File: src/rtl/icache_ctrl.sv
// rtl/icache_ctrl.sv - instruction cache controller: read path, miss detect, line load and fill
//
// Purpose: drives the read index/tag ports of a direct-mapped NUM_PORTS-read /
// 1-write instruction cache array from the fetch PCs, returns per-slot hit data,
// issues one instruction-memory line load at a time for the oldest missing slot,
// and writes the returned line through the single write port.
//
// Ports:
//   clock, reset          system clock, synchronous active-high reset
//   fetch_en/fetch_pc     per-slot fetch requests (slot 0 oldest)
//   fetch_data/valid      per-slot line data and hit indication
//   cm_rd_*               cache array read ports (idx/tag out, data/valid in)
//   cm_wr_*               cache array fill write port
//   mem_command/addr      line load request (0=NONE, 1=LOAD)
//   mem_response          nonzero = load accepted with this tag
//   mem_data/mem_tag      returned line and its tag (tag 0 = nothing)
//   busy                  controller not idle
//
// Optional feature macro: ICACHE_PREFETCH_EN (next-line prefetch after each demand fill).
module icache_ctrl #(
  parameter int NUM_PORTS    = 3,
  parameter int IDX_BITS     = 5,
  parameter int TAG_BITS     = 8,
  parameter int MEM_TAG_BITS = 4
) (
  input  logic                                clock,
  input  logic                                reset,
  input  logic [NUM_PORTS-1:0]                fetch_en,
  input  logic [NUM_PORTS-1:0][31:0]          fetch_pc,
  output logic [NUM_PORTS-1:0][63:0]          fetch_data,
  output logic [NUM_PORTS-1:0]                fetch_valid,
  output logic [NUM_PORTS-1:0][IDX_BITS-1:0]  cm_rd_idx,
  output logic [NUM_PORTS-1:0][TAG_BITS-1:0]  cm_rd_tag,
  input  logic [NUM_PORTS-1:0][63:0]          cm_rd_data,
  input  logic [NUM_PORTS-1:0]                cm_rd_valid,
  output logic                                cm_wr_en,
  output logic [IDX_BITS-1:0]                 cm_wr_idx,
  output logic [TAG_BITS-1:0]                 cm_wr_tag,
  output logic [63:0]                         cm_wr_data,
  output logic [1:0]                          mem_command,
  output logic [31:0]                         mem_addr,
  input  logic [MEM_TAG_BITS-1:0]             mem_response,
  input  logic [63:0]                         mem_data,
  input  logic [MEM_TAG_BITS-1:0]             mem_tag,
  output logic                                busy
);

  localparam logic [2:0] ST_IDLE    = 3'd0;
  localparam logic [2:0] ST_REQ     = 3'd1;
  localparam logic [2:0] ST_WAIT    = 3'd2;
`ifdef ICACHE_PREFETCH_EN
  localparam logic [2:0] ST_PF_REQ  = 3'd3;
  localparam logic [2:0] ST_PF_WAIT = 3'd4;
`endif

  localparam logic [1:0] CMD_NONE = 2'd0;
  localparam logic [1:0] CMD_LOAD = 2'd1;

  logic [2:0]              state;
  logic [31:0]             req_addr;
  logic [MEM_TAG_BITS-1:0] pend_tag;

  logic                    miss_found;
  logic [31:0]             miss_addr;
  logic                    in_req;
  logic                    in_wait;
  logic                    fill_hit;

  // Read path is pure wiring; the array does the tag compare.
  always_comb begin
    for (int i = 0; i < NUM_PORTS; i++) begin
      cm_rd_idx[i]  = fetch_pc[i][3 +: IDX_BITS];
      cm_rd_tag[i]  = fetch_pc[i][8 +: TAG_BITS];
      fetch_data[i] = cm_rd_data[i];
    end
  end

  assign fetch_valid = fetch_en & cm_rd_valid;

  // Oldest missing slot wins: scan downward so the lowest index is assigned last.
  always_comb begin
    miss_found = 1'b0;
    miss_addr  = 32'd0;
    for (int i = NUM_PORTS - 1; i >= 0; i--) begin
      if (fetch_en[i] && !cm_rd_valid[i]) begin
        miss_found = 1'b1;
        miss_addr  = {fetch_pc[i][31:3], 3'b000};
      end
    end
  end

`ifdef ICACHE_PREFETCH_EN
  assign in_req  = (state == ST_REQ)  || (state == ST_PF_REQ);
  assign in_wait = (state == ST_WAIT) || (state == ST_PF_WAIT);
`else
  assign in_req  = (state == ST_REQ);
  assign in_wait = (state == ST_WAIT);
`endif

  assign fill_hit = in_wait && (pend_tag != '0) && (mem_tag == pend_tag);

  // Outputs are masked during reset so an abandoned transaction can never
  // write or issue in the reset cycle itself.
  assign mem_command = (!reset && in_req) ? CMD_LOAD : CMD_NONE;
  assign mem_addr    = req_addr;
  assign cm_wr_en    = !reset && fill_hit;
  assign cm_wr_idx   = req_addr[3 +: IDX_BITS];
  assign cm_wr_tag   = req_addr[8 +: TAG_BITS];
  assign cm_wr_data  = mem_data;
  assign busy        = !reset && (state != ST_IDLE);

  always_ff @(posedge clock) begin
    if (reset) begin
      state    <= ST_IDLE;
      req_addr <= 32'd0;
      pend_tag <= '0;
    end else begin
      case (state)
        ST_IDLE: begin
          if (miss_found) begin
            req_addr <= miss_addr;
            state    <= ST_REQ;
          end
        end
        ST_REQ: begin
          if (mem_response != '0) begin
            pend_tag <= mem_response;
            state    <= ST_WAIT;
          end
        end
        ST_WAIT: begin
          if (fill_hit) begin
            pend_tag <= '0;
`ifdef ICACHE_PREFETCH_EN
            req_addr <= req_addr + 32'd8;
            state    <= ST_PF_REQ;
`else
            state    <= ST_IDLE;
`endif
          end
        end
`ifdef ICACHE_PREFETCH_EN
        ST_PF_REQ: begin
          if (mem_response != '0) begin
            pend_tag <= mem_response;
            state    <= ST_PF_WAIT;
          end
        end
        ST_PF_WAIT: begin
          if (fill_hit) begin
            pend_tag <= '0;
            state    <= ST_IDLE;
          end
        end
`endif
        default: state <= ST_IDLE;
      endcase
    end
  end

endmodule

File: config.mk
export PLATFORM = sky130hd
export DESIGN_NAME = icache_ctrl
export DESIGN_NICKNAME = d
export VERILOG_FILES = /design/src/rtl/icache_ctrl.sv
export SDC_FILE = /design/constraint.sdc
export NUM_CORES = 1
export LEC_CHECK = 0
export CAP_MARGIN = 25
export CORE_AREA = 2 2 279 281
export DETAILED_ROUTE_END_ITERATION = 8
export DIE_AREA = 0 0 281 283
export HOLD_SLACK_MARGIN = 0.12
export PLACE_DENSITY = 0.34
export SLEW_MARGIN = 25
export SYNTH_ARGS = -nofsm -noshare
export SYNTH_HDL_FRONTEND = slang
export SYNTH_SLANG_ARGS = --single-unit
File: constraint.sdc
create_clock -name clock -period 1.7 [get_ports clock]
set_clock_uncertainty 0.15 [all_clocks]
set_input_delay 0.34 -clock clock [delete_from_list [all_inputs] [get_ports clock]]
set_output_delay 0.34 -clock clock [all_outputs]
set_load 0.005 [all_outputs]
==> results of run 1 <==
==> metrics by stage <==
step                setup WS (ns)  power [W]  instance area [um2]  hold WS [ns]  setup TNS (ns)
floorplan                   0.200    0.00195                 4310         0.301               0
global placement           -0.765    0.00230                 5660         0.295          -25.80
detailed placement         -0.713    0.00230                 5660         0.303          -25.46
CTS                        -0.256    0.00358                 6030         0.318          -0.256
global route               -0.250    0.00368                 6120         0.336          -0.250
finish                     -0.159    0.00342                 6120         0.317          -0.159
==> sequential cells by signal, indices dropped and copies added (netlist names) <==
name / count
pend_tag: 4
mem_addr: 29
state: 2
==> final cells by class <==
cell class	instances	share of cell area, %
clock buffers	6	2.11
clock inverters	2	0.204
inverters	29	1.78
multi-input cells	126	20.0
flip-flops and latches	35	12.0
well taps	1040	21.3
repair buffers	267	42.6
==> report_power, final <==
part	switching, W	internal [W]	total [W]	leakage, nW
Sequential	0.0000643	0.000915	0.000980	0.296
Combinational	0.000574	0.000812	0.00139	1.90
Clock	0.000508	0.000546	0.00105	0.0669
==> kinds of logic (layout without fill, tap and decap cells) <==
group	count (synthesis)	count (layout)	synth area share (%)
xor gates and xnor gates	3	3	0.611
DFF	35	35	16.3
buffers and inverters	361	304	59.7
and+or+nand+nor	52	52	6.14
AOI/OAI and AO/OA	67	67	17.1
other	1	4	0.0873
==> repair_timing <==
action	4_1_cts	5_1_grt
pin swaps	9	8
setup buffers	13	1
gates resized for setup	134	21
setup endpoints to repair	107	39
cloned	2	0
==> path summary, 6_finish.rpt <==
kind	from	endpoint	slack, ns	cells after the start
max	pend_tag[0]	cm_wr_en	-0.16	5
min	mem_addr[18]	mem_addr[18]	0.32	2
max reg2reg	state[0]	mem_addr[7]	0.12	7
min reg2reg	mem_addr[18]	mem_addr[18]	0.32	2
==> routing by layer <==
layer / GRT usage (%) / vias up
li1: - / 1298
met1: 4.37 / 1390
met2: 8.38 / 359
met3: 2.56 / 141
met4: 5.03 / 2
met5: 0 / -
==> tightest hold or removal path, cell delays in order, from the launching register on <==
cell and delay, ns:
dfxtp_1 0.32, inv_1 0.05, o32ai_1 0.05
==> Yosys cell counts (all sizes together), types with 3 or more instances <==
cell type / instances
inv: 29
a221oi: 29
and2: 5
a32o: 4
nor2: 36
buf: 327
dfxtp: 35
clkbuf: 5
o32ai: 29
nor3: 3
==> impl_metrics.py, run 1 <==
metrics = {
    "status": {
        "status": "finished with violations",
        "violations": "negative setup slack",
    },
    "cells_and_area": {
        "multi_input_area_um2": 1220,
        "fillCellCount": 8979,
        "layout.cells.non_filler": 1505,
        "regArea_um2": 736,
        "area_delta_synth_final_pct": 42.4,
        "n_antenna_cell": 0,
        "drive_above_1_share_pct": 33.5,
        "final_cell_mix": "clkdlybuf4s50_1, dlygate4sd2_1, buf_4",
        "fin_util_pct": 7.98,
        "layout_commonest_cell": "clkdlybuf4s50_1",
        "final_net_count": 832,
    },
    "detailed_routing": {
        "wl_per_cell_um": 14.0,
        "routed_wl_mm": 21.1,
        "num_vias": 3190,
        "via_per_inst": 2.12,
        "routed-wl-met3_mm": 2.69,
        "ant_nets": 0,
        "firstDrtPassIters": 4,
        "wl_met2_mm": 9.63,
        "remaining_drc_errors": 0,
        "maxUsedRoutingLayer": "met5",
        "drtIter0Drc": 61,
        "wl_met1_mm": 6.67,
    },
    "worst_setup_path": {
        "cp-end-kind": "primary output",
        "cp_num_buf_inv": 1,
        "crit_slowest_cell": "dfxtp_4",
        "cp.required_ns": 1.21,
        "slowest_delay_ns": 0.36,
        "crit_family": "flip-flops",
        "path_cells": "xor2_2 -> nor3b_2 -> o2111ai_2 -> nor2_1 -> buf_2",
        "cp_max_fo": 3,
        "criticalPathCategory": "reg2out",
        "cp-start-kind": "register",
        "arrival_ns": 1.37,
    },
    "placement": {
        "place.gp.congestion": 0.640,
        "io_buffers": 189,
        "place_hpwl_mm": 16.6,
        "place_inst": 1482,
    },
    "clocking": {
        "cts_hold_repair.buffers": 0,
        "cts_sinks": 35,
        "clock-root-buffer": "clkbuf_16",
        "cts_tree": "done",
        "cts-htree-levels": 2,
        "worstSkewPairLatency_ns": 0.31,
        "clkSlewWorstSetupHoldPaths_ns": 0.07,
        "cts_made_buffers": 5,
        "clock_path_buffers": 2,
    },
    "global_route": {
        "antenna_found_initial": 1,
        "grt_overflow_total": 0,
        "grt_pass1_vias": 3479,
        "grt_util_all_layers_pct": 5.08,
        "grt_max_degree": 30,
        "grt_pass1_wl_mm": 26.9,
    },
    "yosys": {
        "synth-edff-count": 0,
        "synth_top_area_cell": "buf_4",
        "yosysTopAreaCellShare_pct": 55.2,
        "syn_area_per_cell_um2": 8.28,
        "yosysUniqueCellTypes": 28,
        "synth-warning-count": 0,
        "synth_cells": 519,
        "async_flop_share_pct": 0,
        "synthTopCellsByArea": "buf_4, dfxtp_1, a221oi_1, o32ai_1, o32ai_2",
        "seq_area_frac_synth_pct": 16.3,
        "synth-seq-cells": 35,
        "synthFlopType": "dfxtp_1",
        "synth_area_um2": 4300,
    },
    "floorplanning": {
        "core-area_um2": 76700,
        "die-area_um2": 79500,
        "initial_utilization_pct": 5.60,
        "ios": 715,
        "die_w_um": 281,
        "rows": 102,
        "die_y_um": 283,
    },
    "hold_path": {
        "worstHoldPathType": "reg2reg",
    },
    "pwr": {
        "power_density_nw_per_um2": 559,
        "cellLeakagePower_nw": 2.26,
        "ir_worst_vdd_v": 0.000310,
    },
    "timing": {
        "timing.final.crit_share_pct": 109,
        "slew_viol_final": 0,
        "setup_slack_ns": -0.159,
        "period_needed_ns": 1.86,
        "setup_violations": 1,
        "fmax_ghz": 0.538,
        "rsz0062_at_grt": "yes",
        "hold_viol": 0,
    },
    "flow_run": {
        "maxCapViolations": 0,
    },
}
No activity file was read; power rests on OpenSTA's default activity.
==> run 2: changes to the inputs <==
CELL_PAD_IN_SITES_DETAIL_PLACEMENT = 1   (was unset)
CELL_PAD_IN_SITES_GLOBAL_PLACEMENT = 2   (was unset)
CORE_AREA = 2 2 282 284   (was 2 2 279 281)
DIE_AREA = 0 0 284 286   (was 0 0 281 283)
PLACE_DENSITY = 0.58   (was 0.34)
==> run 2 against run 1 <==
Sequential share of layout area down 0.40 points. Highest routed layer is now met4. Final area up 3.8%. First-iteration DRC count down 20%. Sequential power down 0.4%. Non-clock buffer count up 4. Count of clock-buffer cells in the layout unchanged. Core utilization up 0.13 points. The run still ends with negative setup slack left.
==> impl_metrics.py, run 2 (same netlist as run 1, synthesis figures left out) <==
metrics = {
    "cells_and_area": {
        "stdcell_area_um2": 6350,
        "fin_util_pct": 8.11,
        "final_cell_mix": "clkdlybuf4s50_1, dlygate4sd2_1, buf_4",
        "layout_commonest_cell": "clkdlybuf4s50_1",
        "area_delta_synth_final_pct": 47.8,
        "final_net_count": 836,
        "drive_above_1_share_pct": 37.5,
        "largest_register_ffs": 29,
        "n_antenna_cell": 0,
        "fillCellCount": 9388,
    },
    "timing": {
        "period_needed_ns": 1.85,
        "timing.final.crit_share_pct": 109,
        "fmax_ghz": 0.540,
        "setup_violations": 1,
        "slew_viol_final": 0,
        "setup_slack_ns": -0.153,
        "hold_viol": 0,
        "rsz0062_at_grt": "yes",
        "tns_ns": -0.153,
    },
    "clocking": {
        "cts_tree": "done",
        "clkSlewWorstSetupHoldPaths_ns": 0.06,
        "worstSkewPairLatency_ns": 0.31,
        "clock-root-buffer": "clkbuf_16",
        "clock_path_buffers": 2,
        "cts-htree-levels": 2,
        "cts_sinks": 35,
        "cts_made_buffers": 5,
        "cts_hold_repair.buffers": 0,
    },
    "global_route": {
        "grt_util_all_layers_pct": 5.23,
        "antenna_found_initial": 0,
        "grt_pass1_wl_mm": 29.0,
        "grt_overflow_total": 0,
        "grt_max_degree": 20,
        "grt_pass1_vias": 3812,
    },
    "pwr": {
        "switching_share_pct": 34.1,
        "pwr-share-clk_pct": 29.7,
        "power_frac_comb_pct": 43.0,
        "cell_internal_pwr_w": 0.00236,
        "power_density_nw_per_um2": 563,
        "switching_power_w": 0.00122,
        "seqPwrFrac_pct": 27.3,
        "cellLeakagePower_nw": 2.30,
        "ir_worst_vdd_v": 0.000273,
    },
    "worst_setup_path": {
        "crit_slowest_cell": "dfxtp_4",
        "reg2reg_depth": 7,
        "cp.required_ns": 1.21,
        "cp-end-kind": "primary output",
        "rrSetupSlack_ns": 0.09,
        "r2r-end": "mem_addr[8]",
        "arrival_ns": 1.36,
        "slowest_delay_ns": 0.36,
        "criticalPathCategory": "reg2out",
        "cp_max_fo": 3,
        "path_cells": "xor2_2 -> nor3b_2 -> o2111ai_2 -> nor2_1 -> buf_2",
        "cp-start-kind": "register",
        "r2r_start": "state[1]",
    },
    "placement": {
        "place.gp.congestion": 0.729,
        "place_hpwl_mm": 17.2,
        "io_buffers": 189,
        "dpl-instance-area_um2": 5590,
    },
    "hold_path": {
        "hold_start": "mem_addr[30]",
        "worstHoldPathType": "reg2reg",
        "holdPathEnd": "mem_addr[30]",
        "whs_path_depth": 2,
    },
    "detailed_routing": {
        "routed_wl_mm": 22.0,
        "num_vias": 3250,
        "drtIter0Drc": 49,
        "remaining_drc_errors": 0,
        "via_per_inst": 2.14,
        "firstDrtPassIters": 4,
        "ant_nets": 0,
        "wl_per_cell_um": 14.5,
    },
    "floorplanning": {
        "die-area_um2": 81200,
        "die_y_um": 286,
        "core-area_um2": 78400,
        "rows": 103,
        "initial_utilization_pct": 5.49,
        "die_w_um": 284,
        "ios": 715,
    },
    "status": {
        "violations": "negative setup slack",
        "status": "finished with violations",
    },
    "flow_run": {
        "maxCapViolations": 0,
    },
}
[run 2: area by class of cell]
class	count	area (um2)	area share [%]
timing repair buffer	271	2690	42.3
inverter	29	109	1.71
clock buffer	6	129	2.03
sequential	35	738	11.6
multi-input combinational	126	1360	21.5
tap	1050	1310	20.7
clock inverter	2	12.5	0.197
[run 2: routing by layer]
layer	wire [um]	GRT usage, %	share of wire (%)
met2	10500	8.86	48
met4	1920	4.49	8.7
met5	0	0	0
met1	6740	4.45	31
met3	2900	2.95	13
[run 2: worst max-delay path by stage]
stage	start	to	cells after the start
floorplan	mem_tag[0]	cm_wr_en	4
global placement	fetch_en[2]	mem_addr[10]	6
detailed placement	mem_tag[0]	cm_wr_en	6
CTS	pend_tag[0]	cm_wr_en	5
global route	pend_tag[0]	cm_wr_en	5
finish	pend_tag[0]	cm_wr_en	5
[run 2: power by group through the flow]
| stage | registers, W | logic [W] | clock network [W] |
|---|---|---|---|
| final | 0.000976 | 0.00154 | 0.00106 |
| after global routing | 0.000988 | 0.00167 | 0.00119 |
| after CTS | 0.000978 | 0.00157 | 0.00119 |
| after detailed placement | 0.000993 | 0.00129 | 0 |
| after global placement | 0.000994 | 0.00128 | 0 |
| after floorplan | 0.000982 | 0.000963 | 0 |
[run 2: repair_timing]
item,4_1_cts,5_1_grt
cloned,5,0
endpoints found under the setup margin,108,42
pin swaps,24,12
hold endpoints to repair,0,0
resized for setup,164,32
buffers inserted,20,5
[run 2: through the flow]
step | hold WS (ns) | worst slack, ns | std cells | power, W
after floorplan | 0.301 | 0.200 | 522 | 0.00195
after global placement | 0.301 | -0.631 | 1486 | 0.00227
after detailed placement | 0.301 | -0.715 | 1486 | 0.00228
after CTS | 0.311 | -0.229 | 1519 | 0.00374
after global routing | 0.343 | -0.243 | 1519 | 0.00385
final | 0.325 | -0.153 | 1519 | 0.00358
[run 2: critical path: cells and delay by family (launching register included)]
kind,cells,cell delay (ns)
xor gates and xnor gates,1,0.14
AOI/OAI and AO/OA,1,0.13
buffers and inverters,1,0.12
and+or+nand+nor,2,0.30
DFF,1,0.36
